===== src/rtl/column_strobe_gen.sv =====
// Per-column configuration strobe sequencer: decodes frame-address writes and
// emits a registered one-hot FrameStrobe pulse framed by setup and hold cycles.
module column_strobe_gen #(
    parameter int MaxFramesPerCol  = 20,
    parameter int FrameSelectWidth = 5,
    parameter int ColSelectWidth   = 5,
    parameter int ColIndex         = 0,
    parameter int StrobeCycles     = 1
) (
    input  logic                                       UserCLK,
    input  logic                                       Reset,
    input  logic [ColSelectWidth+FrameSelectWidth-1:0] FrameAddr,
    input  logic                                       FrameAddr_valid,
    output logic                                       FrameAddr_ready,
    output logic [MaxFramesPerCol-1:0]                 FrameStrobe,
    output logic                                       Busy,
    output logic                                       ErrOutOfRange,
    output logic [15:0]                                FrameCount
);

    localparam int AW = ColSelectWidth + FrameSelectWidth;
    localparam int FW = FrameSelectWidth;

    localparam logic [1:0] ST_IDLE   = 2'd0;
    localparam logic [1:0] ST_SETUP  = 2'd1;
    localparam logic [1:0] ST_STROBE = 2'd2;
    localparam logic [1:0] ST_HOLD   = 2'd3;

    localparam logic [ColSelectWidth-1:0] MY_COL   = ColSelectWidth'(ColIndex);
    localparam logic [FW:0]               MAX_IDX  = (FW+1)'(MaxFramesPerCol);
    localparam logic [3:0]                CNT_LOAD = 4'(StrobeCycles - 1);
    localparam logic [15:0]               CNT_MAX  = 16'hFFFF;

    logic [1:0]                 state_q,  state_d;
    logic [FW-1:0]              idx_q,    idx_d;
    logic [3:0]                 cnt_q,    cnt_d;
    logic [MaxFramesPerCol-1:0] strobe_q, strobe_d;
    logic [15:0]                count_q,  count_d;
    logic                       err_q,    err_d;
    logic                       ready_q,  ready_d;
    logic                       busy_q,   busy_d;

    logic [ColSelectWidth-1:0]  req_col_s;
    logic [FW-1:0]              req_idx_s;
    logic                       accept_s;

    function automatic logic [MaxFramesPerCol-1:0] onehot(input logic [FW-1:0] i);
        logic [MaxFramesPerCol-1:0] r;
        r = '0;
        for (int j = 0; j < MaxFramesPerCol; j++) begin
            r[j] = (FW'(j) == i);
        end
        return r;
    endfunction

    assign req_col_s = FrameAddr[AW-1:FW];
    assign req_idx_s = FrameAddr[FW-1:0];
    assign accept_s  = FrameAddr_valid & ready_q;

    // Next-state, strobe and bookkeeping logic
    always_comb begin
        state_d  = state_q;
        idx_d    = idx_q;
        cnt_d    = cnt_q;
        strobe_d = '0;
        count_d  = count_q;
        err_d    = err_q;
        case (state_q)
            ST_IDLE: begin
                if (accept_s && (req_col_s == MY_COL)) begin
                    if ({1'b0, req_idx_s} >= MAX_IDX) begin
                        err_d = 1'b1;
                    end else begin
                        idx_d   = req_idx_s;
                        state_d = ST_SETUP;
                    end
                end else begin
                    state_d = ST_IDLE;
                end
            end
            ST_SETUP: begin
                // Strobe flop is loaded here so the pulse appears on the STROBE cycle
                cnt_d    = CNT_LOAD;
                strobe_d = onehot(idx_q);
                state_d  = ST_STROBE;
            end
            ST_STROBE: begin
                if (cnt_q == 4'd0) begin
                    state_d = ST_HOLD;
                    if (count_q != CNT_MAX) begin
                        count_d = count_q + 16'd1;
                    end else begin
                        count_d = count_q;
                    end
                end else begin
                    cnt_d    = cnt_q - 4'd1;
                    strobe_d = onehot(idx_q);
                end
            end
            ST_HOLD: begin
                state_d = ST_IDLE;
            end
            default: begin
                state_d = ST_IDLE;
            end
        endcase
        ready_d = (state_d == ST_IDLE);
        busy_d  = (state_d != ST_IDLE);
    end

    // State and output registers with synchronous reset
    always_ff @(posedge UserCLK) begin
        if (Reset) begin
            state_q  <= ST_IDLE;
            idx_q    <= '0;
            cnt_q    <= 4'd0;
            strobe_q <= '0;
            count_q  <= 16'd0;
            err_q    <= 1'b0;
            ready_q  <= 1'b1;
            busy_q   <= 1'b0;
        end else begin
            state_q  <= state_d;
            idx_q    <= idx_d;
            cnt_q    <= cnt_d;
            strobe_q <= strobe_d;
            count_q  <= count_d;
            err_q    <= err_d;
            ready_q  <= ready_d;
            busy_q   <= busy_d;
        end
    end

    assign FrameAddr_ready = ready_q;
    assign Busy            = busy_q;
    assign FrameStrobe     = strobe_q;
    assign ErrOutOfRange   = err_q;
    assign FrameCount      = count_q;

endmodule


===== config.mk =====
export PLATFORM = sky130hd
export DESIGN_NAME = column_strobe_gen
export DESIGN_NICKNAME = d
export VERILOG_FILES = /design/src/rtl/column_strobe_gen.sv
export SDC_FILE = /design/constraint.sdc
export NUM_CORES = 1
export LEC_CHECK = 0
export ABC_AREA = 1
export CORE_ASPECT_RATIO = 1.2
export CORE_MARGIN = 3
export CORE_UTILIZATION = 50
export DETAILED_ROUTE_END_ITERATION = 6
export PLACE_DENSITY = 0.85
export SKIP_LAST_GASP = 1
export SLEW_MARGIN = 20
export SYNTH_ARGS = -nofsm -noshare
export SYNTH_HDL_FRONTEND = slang
export SYNTH_SLANG_ARGS = --single-unit

===== constraint.sdc =====
create_clock -name UserCLK -period 2.2 [get_ports UserCLK]
set_clock_uncertainty 0.15 [all_clocks]
set_input_delay 0.44 -clock UserCLK [delete_from_list [all_inputs] [get_ports UserCLK]]
set_output_delay 0.44 -clock UserCLK [all_outputs]
set_load 0.1 [all_outputs]

# After elaboration in Yosys (flattened, before gate mapping)
# Cells that the tools add are included.
[totals]
ff_bits = 50
in_bits = 13
out_inout_bits = 39
elab_cells = 57
[op_classes]
n_addsub = 2
order_cmp = 1
n_eq_ne = 24
muxes = 8
bitwise_logic = 2
n_reduce_logical = 12
[op_table]
columns = ["op", "n"]
rows = [
  ["$eq 4x5->1 const A", 8],
  ["$pmux 20 s2", 1],
  ["$eq 3x5->1 const A", 4],
  ["$eq 5x5->1 const A", 4],
  ["$mux 20", 1],
  ["$add 16x1->16 const B", 1],
  ["$ne 16x16->1 const B", 1],
  ["$eq 2x5->1 const A", 2],
  ["$logic_not 5->1", 2],
  ["$reduce_and 3->1", 3],
  ["$pmux 2 s4", 1],
  ["$pmux 4 s2", 1],
  ["$mux 2", 3],
  ["$eq 1x5->1 const A", 1],
  ["$ge 5x5->1 const B", 1],
  ["$eq 2x2->1 const B", 2],
  ["$logic_not 2->1", 2],
  ["$logic_not 4->1", 1],
  ["$mux 4", 1],
  ["$reduce_bool 2->1", 2],
  ["$sub 4x1->4 const B", 1],
  ["$eq 2x1->1 const B", 1],
  ["$ne 2x2->1 const B", 1],
  ["$reduce_and 2->1", 1],
  ["3 further kinds", 3],
]

# Logic depth before layout (Yosys ltp)
# Gate-level depths: netlist of run 1.
[depth]
ltp_word = 5
ltp_mapped = 11
mapped_depth_nobuf = 11

# Least setup slack after synthesis of run 1
# Ideal clock, no wire load.
[synth_path]
kind = "register to register"
from = "register count_q[0], in the netlist FrameCount[0]"
to = "register count_q[12], in the netlist FrameCount[12]"
setup_time_ns = 0.117
arrival_time_ns = 2.221
required_time_ns = 1.933
setup_slack_ns = -0.288
stages_incl_launch_ff = 9
n_path_buf = 0
period_less_slack_ns = 2.488
cell_sequence = "dfxtp_1 > ha_1 > nand3_2 > nor2_1 > nand3b_1 > nor2_1 > nand3_1 > nand2_1 > nor2_1"
[synth_between]
elab_chain_cells = 2
word_cells_on_any_way = 3
cone_classes = "add/sub: 1; eq/ne: 1; reduce/logical: 1"
[synth_lines]
columns = ["element", "line", "source"]
rows = [
  ["start: declaration", "38", "logic [15:0] count_q, count_d;"],
  ["start signal: assignment", "127", "count_q <= count_d;"],
  ["branches (longest 2 deep; another with $add 16x1->16)", "--", ""],
]
# Parallel ways; which one is timed is not known.
# A chain may end at the register's enable or synchronous reset.

# Final worst setup path of run 1
[layout_path]
from = "register state_q[0]"
to = "register strobe_q[3], in the netlist FrameStrobe[3]"
[layout_between]
elab_chain_cells = 2
word_cells_on_any_way = 3
cone_classes = "eq/ne: 2; mux: 1"
[layout_lines]
columns = ["element", "line", "source"]
rows = [
  ["start: declaration", "34", "logic [1:0] state_q, state_d;"],
  ["start signal: assignment", "123", "state_q <= state_d;"],
  ["$eq 2x2->1 / $eq 2x1->1 (equally long branches)", "68", "case (state_q)"],
  ["$pmux 20 s2 (*)", "68", ""],
  ["end signal: assignment", "126", "strobe_q <= strobe_d;"],
  ["end: declaration", "37", "logic [MaxFramesPerCol-1:0] strobe_q, strobe_d;"],
]
# Every way passes the cells marked *; elsewhere a longest branch is shown, timed or not.

==> impl_metrics.json, run 1 <==
{
  "status": "finished clean",
  "initial_utilization_pct": 53.4,
  "grt_pass1_vias": 1830,
  "fillers": 364,
  "fin_area_mm2": 0.00298,
  "cts_buffers": 5,
  "hp-class": "register to register",
  "setup_tns_ns": 0,
  "switching_share_pct": 23.4,
  "layout_commonest_cell": "nand2_1",
  "fin_util_pct": 68.3,
  "period_needed_ns": 1.82,
  "dieArea_mm2": 0.00552,
  "timing.final.crit_share_pct": 82.9,
  "async_flop_share_pct": 0,
  "rows": 26,
  "drt_iter0_markers": 121,
  "die_w_um": 68.3,
  "combinationalPowerShare_pct": 3.8,
  "r2r_slack_ns": 0.38,
  "n_antenna_cell": 0,
  "p_seq_share_pct": 59.6,
  "grtUsageTotal_pct": 18.4,
  "max_cap_viol_count": 0,
  "antenna_left": 0,
  "worstHoldStart": "ErrOutOfRange$_SDFFE_PP0P_",
  "synth_edf_count": 0,
  "drtPass1Iterations": 4,
  "area_growth_pct": 27.8,
  "synth_seq_cells": 50,
  "clk_pin_slew_ns": 0.10,
  "die_h_um": 80.8,
  "drc": 0,
  "wire_per_inst_um": 10.9,
  "cp_data_arrival_time_ns": 1.91,
  "syn_area_per_cell_um2": 7.37,
  "fmax_mhz": 548,
  "cts-resized-gates": 0,
  "yosys.area.top_type": "dfxtp_1",
  "synth.net_count": 335,
  "setup_viol": 0,
  "finalHoldViolations": 0,
  "grt_pass1_wl_um": 7850,
  "clk_path_buf_depth": 2,
  "crit_type": "register to register",
  "ios": 52,
  "rr_worst_depth": 8,
  "port_buffers": 51,
  "gp_congestion": 0.852,
  "p_int_w": 0.00117,
  "reg2reg_to": "FrameStrobe[3]$_SDFF_PP0_",
  "startpoint_type": "register",
  "dp_cells": 419,
  "p_switching_w": 0.000356,
  "cts_hold_buf": 0,
  "synthCells": 316,
  "tritoncts": "yes",
  "core_mm2": 0.00436,
  "drive_gt1_share_pct": 22.9,
  "yosys_warnings": 0,
  "cp.required_ns": 2.29,
  "hold_depth": 2,
  "synth_area_mm2": 0.00233,
  "r2r_start": "state_q[0]$_SDFF_PP0_",
  "root_buffer": "clkbuf_8",
  "clk_latency_ns": 0.31,
  "final_cell_mix": "nand2_1 (82), dfxtp_1 (46), nor2_1 (45)",
  "max-slew-margin-rel_pct": 70.5,
  "vias": 2078,
  "yosysTopAreaCellShare_pct": 43.0,
  "htreeDepth": 2,
  "drt-total-wl_um": 4670,
  "p_per_area_mw_per_mm2": 512,
  "cts_setup_buffers": 0,
  "yosysSeqAreaShare_pct": 43.0,
  "endpoint_kind": "register",
  "p_leak_nw": 1.25,
  "slew_violations": 0,
  "post_dp_cell_area_mm2": 0.00288,
  "fin_cells": 427,
  "ir_worst_vdd_v": 0.000308,
  "critPathMaxFanout": 6,
  "min_to": "ErrOutOfRange$_SDFFE_PP0P_",
  "overflow": 0,
  "viasPerCell": 4.87,
  "antenna_found_initial": 0,
  "ys.flop_type": "dfxtp_1",
  "rsz0062_at_grt": "no",
  "tightest_slew_ns": 0.440,
  "nets": 389,
  "synthDistinctLibCells": 32,
  "whs_ns": 0.317,
  "cts.sinks": 50,
  "pwr-share-clk_pct": 36.6,
  "grt_max_degree": 22,
  "place_hpwl_um": 3640,
  "synth_area_leaders": "dfxtp_1 (43%), nand2_1 (13%), nor2_1 (7.3%)"
}
## metal layers
layer | wire length [um] | up-vias | share of wire [%] | GRT usage (%)
li1 | - | 1100 | - | -
met1 | 2020 | 927 | 43 | 21.7
met2 | 2330 | 45 | 50 | 32.6
met3 | 251 | 6 | 5.4 | 3.87
met4 | 58 | 0 | 1.2 | 5.77
met5 | 0 | - | 0 | 0
## cell type report
class                   count  area [um^2]  share of cell area [%]
clock buffers               5         68.8                    2.31
repair buffers             53          528                    17.7
clock inverters             3         26.3                   0.883
inverters                  42          160                    5.38
well taps                  56         70.1                    2.35
flip-flops and latches     50         1010                    33.8
multi-input cells         218         1120                    37.5
## per-stage QoR
stage / setup slack [ns] / power (W)
final: 0.377 / 0.00152
after global routing: 0.238 / 0.00157
after CTS: 0.387 / 0.00154
after detailed placement: 0.253 / 0.000986
after global placement: 0.304 / 0.000985
after floorplan: 0.0370 / 0.000958
## Yosys cell counts (2+ instances only)
| cell type | instances |
|---|---|
| nand3_1 | 15 |
| nor4_1 | 3 |
| nor2_2 | 2 |
| nor3_1 | 6 |
| inv_2 | 4 |
| nand4_1 | 8 |
| ha_1 | 6 |
| dfxtp_1 | 50 |
| a21oi_1 | 13 |
| xnor2_1 | 3 |
| inv_1 | 37 |
| nand2_2 | 7 |
| nor2_1 | 45 |
| o21ai_0 | 4 |
| buf_2 | 3 |
| a21oi_2 | 10 |
| nand2_1 | 82 |
| xor2_1 | 4 |
## cell families after synthesis
logic type	share of synthesized area, %
xor gates and xnor gates	2.63
buffers and inverters	9.03
AOI/OAI and AO/OA	8.11
adders and majority gates	3.22
DFF	43.0
and+or+nand+nor	34.0
## worst max-delay path, cell delays in order, from the launching register on
cell     delay (ns)
dfxtp_1        0.36
inv_1          0.08
ha_1           0.35
inv_1          0.06
nor2_1         0.13
nand2_1        0.16
inv_1          0.11
nand4_1        0.19
nor3_2         0.16
## sequential cells by signal (all words and copies together) (netlist names)
register,cells
cnt_q,4
idx_q,5
FrameCount,16
FrameStrobe,20
FrameAddr_ready,1
ErrOutOfRange,1
state_q,2
Busy,1
## how the worst max path moves through the flow
stage / from / to / slack (ns)
final: state_q[0]$_SDFF_PP0_ / FrameStrobe[3]$_SDFF_PP0_ / 0.38
after global routing: state_q[0]$_SDFF_PP0_ / FrameStrobe[3]$_SDFF_PP0_ / 0.24
after CTS: state_q[0]$_SDFF_PP0_ / FrameStrobe[3]$_SDFF_PP0_ / 0.39
after detailed placement: FrameAddr_valid / idx_q[3]$_SDFFE_PP0P_ / 0.25
after global placement: FrameAddr_valid / idx_q[1]$_SDFFE_PP0P_ / 0.30
after floorplan: FrameCount[11]$_SDFFE_PP0P_ / FrameCount[10]$_SDFFE_PP0P_ / 0.04
## power groups by stage
| stage | sequential, W | combinational, W | clock (W) |
|---|---|---|---|
| 4_1_cts | 0.000908 | 0.0000577 | 0.000576 |
| 2_1_floorplan | 0.000933 | 0.0000250 | 0 |
| 6_report | 0.000908 | 0.0000576 | 0.000558 |
| 5_1_grt | 0.000908 | 0.0000633 | 0.000598 |
| 3_5_place_dp | 0.000929 | 0.0000574 | 0 |
| 3_3_place_gp | 0.000929 | 0.0000564 | 0 |
(Power assumes the default switching activity.)
==> run 2, diff against run 1 <==
CORE_UTILIZATION = 45   (was 50)
PLACE_DENSITY = 0.81   (was 0.85)
clock period = 1.5 ns   (was 2.2 ns; I/O delays follow)
==> run 2 against run 1 <==
Against the previous run: the flow now finishes with violations (negative setup slack); clock power rose by 47%; die area rose by 10%; count of clock-buffer cells in the layout rose by 2; via count rose by 28%; largest cell class unchanged; largest power group unchanged.
==> impl_metrics.json, run 2 (synthesis results as in run 1) <==
{
  "drt-total-wl_um": 9090,
  "clk_path_buf_depth": 2,
  "grt_pass1_vias": 2533,
  "ir_worst_vdd_v": 0.000360,
  "antenna_found_initial": 0,
  "drive_gt1_share_pct": 53.7,
  "max-slew-margin-rel_pct": 59.4,
  "viasPerCell": 5.51,
  "fin_util_pct": 86.7,
  "violations": "negative setup slack",
  "drc": 0,
  "rr_worst_depth": 9,
  "ios": 52,
  "finalHoldViolations": 0,
  "final_cell_mix": "nand2_1 (55), buf_4 (45), buf_12 (40)",
  "clk_latency_ns": 0.31,
  "htreeDepth": 2,
  "period_needed_ns": 1.73,
  "fmax_mhz": 578,
  "vias": 2661,
  "core_mm2": 0.00497,
  "largest_register_ff_count": 20,
  "nets": 441,
  "crit_type": "register to register",
  "hold_depth": 2,
  "hp-class": "register to register",
  "slew_violations": 0,
  "gp_congestion": 0.770,
  "rsz0062_at_grt": "yes",
  "post_dp_cell_area_mm2": 0.00364,
  "critPathMaxFanout": 4,
  "cts.sinks": 50,
  "endpoint_kind": "register",
  "clk_pin_slew_ns": 0.09,
  "fin_area_mm2": 0.00431,
  "die_w_um": 71.7,
  "status": "finished, violations left",
  "setup_tns_ns": -5.62,
  "overflow": 0,
  "fillers": 238,
  "place_hpwl_um": 4700,
  "startpoint_type": "register",
  "cts_hold_buf": 0,
  "grt_pass1_wl_um": 10700,
  "dp_slack_ns": -0.334,
  "timing.final.crit_share_pct": 115,
  "r2r_slack_ns": -0.23,
  "tritoncts": "yes",
  "drt_iter0_markers": 178,
  "port_buffers": 51,
  "layout_commonest_cell": "nand2_1",
  "p_leak_nw": 1.74,
  "cp.required_ns": 1.59,
  "n_antenna_cell": 0,
  "die_h_um": 84.8,
  "tightest_slew_ns": 0.608,
  "dieArea_mm2": 0.00608,
  "grtUsageTotal_pct": 22.3,
  "setup_viol": 47,
  "wire_per_inst_um": 18.8,
  "area_growth_pct": 85.2,
  "rows": 28,
  "p_per_area_mw_per_mm2": 522,
  "max_cap_viol_count": 0,
  "initial_utilization_pct": 46.8,
  "min_to": "FrameCount[6]$_SDFFE_PP0P_",
  "reg2reg_to": "FrameStrobe[10]$_SDFF_PP0_",
  "setup_slack_ns": -0.230,
  "cp_data_arrival_time_ns": 1.82,
  "drtPass1Iterations": 4,
  "root_buffer": "clkbuf_8",
  "whs_ns": 0.360,
  "worstHoldStart": "FrameCount[6]$_SDFFE_PP0P_",
  "antenna_left": 0,
  "grt_max_degree": 17,
  "r2r_start": "state_q[0]$_SDFF_PP0_",
  "cts_buffers": 5
}
run 2: changes by cell type in the layout (fill, tap and decap cells not counted), moves of 10 or more:
| cell | change |
|---|---|
| buf_12 | +32 |
| buf_4 | +12 |
| dfxtp_1 | -17 |
| dfxtp_4 | +17 |
| nand2_1 | -27 |
| nand2_2 | +10 |
| nand2_4 | +17 |
| nor2_1 | -15 |
run 2: worst max path at each step:
| stage | start | endpoint | slack, ns | depth (start not counted) |
|---|---|---|---|---|
| CTS | state_q[0]$_SDFF_PP0_ | FrameStrobe[7]$_SDFF_PP0_ | -0.1 | 8 |
| detailed placement | FrameAddr[8] | idx_q[0]$_SDFFE_PP0P_ | -0.33 | 7 |
| global route | state_q[0]$_SDFF_PP0_ | FrameStrobe[7]$_SDFF_PP0_ | -0.29 | 8 |
| global placement | FrameAddr_valid | idx_q[1]$_SDFFE_PP0P_ | -0.27 | 8 |
| floorplan | FrameCount[0]$_SDFFE_PP0P_ | FrameCount[0]$_SDFFE_PP0P_ | -0.21 | 9 |
| finish | state_q[0]$_SDFF_PP0_ | FrameStrobe[10]$_SDFF_PP0_ | -0.23 | 9 |
run 2: worst max-delay path, stage by stage, from the launching register on:
cell     delay (ns)
dfxtp_2        0.38
inv_4          0.07
ha_4           0.29
inv_2          0.05
nor2_4         0.14
nand2_4        0.09
buf_4          0.17
nor2_4         0.10
inv_1          0.08
nor2_1         0.13
run 2: per-layer routing:
layer  track usage, %  part of all wire (%)
met5                0                     0
met4             10.6                   7.1
met3             5.03                   5.9
met2             44.3                    54
met1             20.4                    33
run 2: timing repair:
action / in CTS / in global routing
pin swaps: 5 / 37
gates resized for setup: 14 / 102
gates cloned: 1 / 0
buffers inserted: 4 / 15
endpoints found under the setup margin: 39 / 48
run 2: area by class of cell:
cell class / count / area, um^2 / area share (%)
multi-input cells: 218 / 1540 / 35.8
repair buffers: 104 / 1340 / 31.0
flip-flops and latches: 50 / 1070 / 24.8
inverters: 42 / 180 / 4.18
clock buffers: 7 / 86.3 / 2.00
well taps: 60 / 75.1 / 1.74
repair inverters: 1 / 16.3 / 0.377
clock inverters: 1 / 5.00 / 0.116
run 2: through the flow:
stage,total power (W),instances
CTS,0.00221,468
global route,0.00230,483
finish,0.00225,483
detailed placement,0.00143,455
floorplan,0.00138,316
global placement,0.00143,455
run 2: where the power goes:
group | total [W] | switching [W] | internal (W)
clock | 0.000820 | 0.000447 | 0.000373
combinational | 0.000127 | 0.0000707 | 0.0000561
sequential | 0.00130 | 0.00000415 | 0.00130
total | 0.00225 | 0.000522 | 0.00173
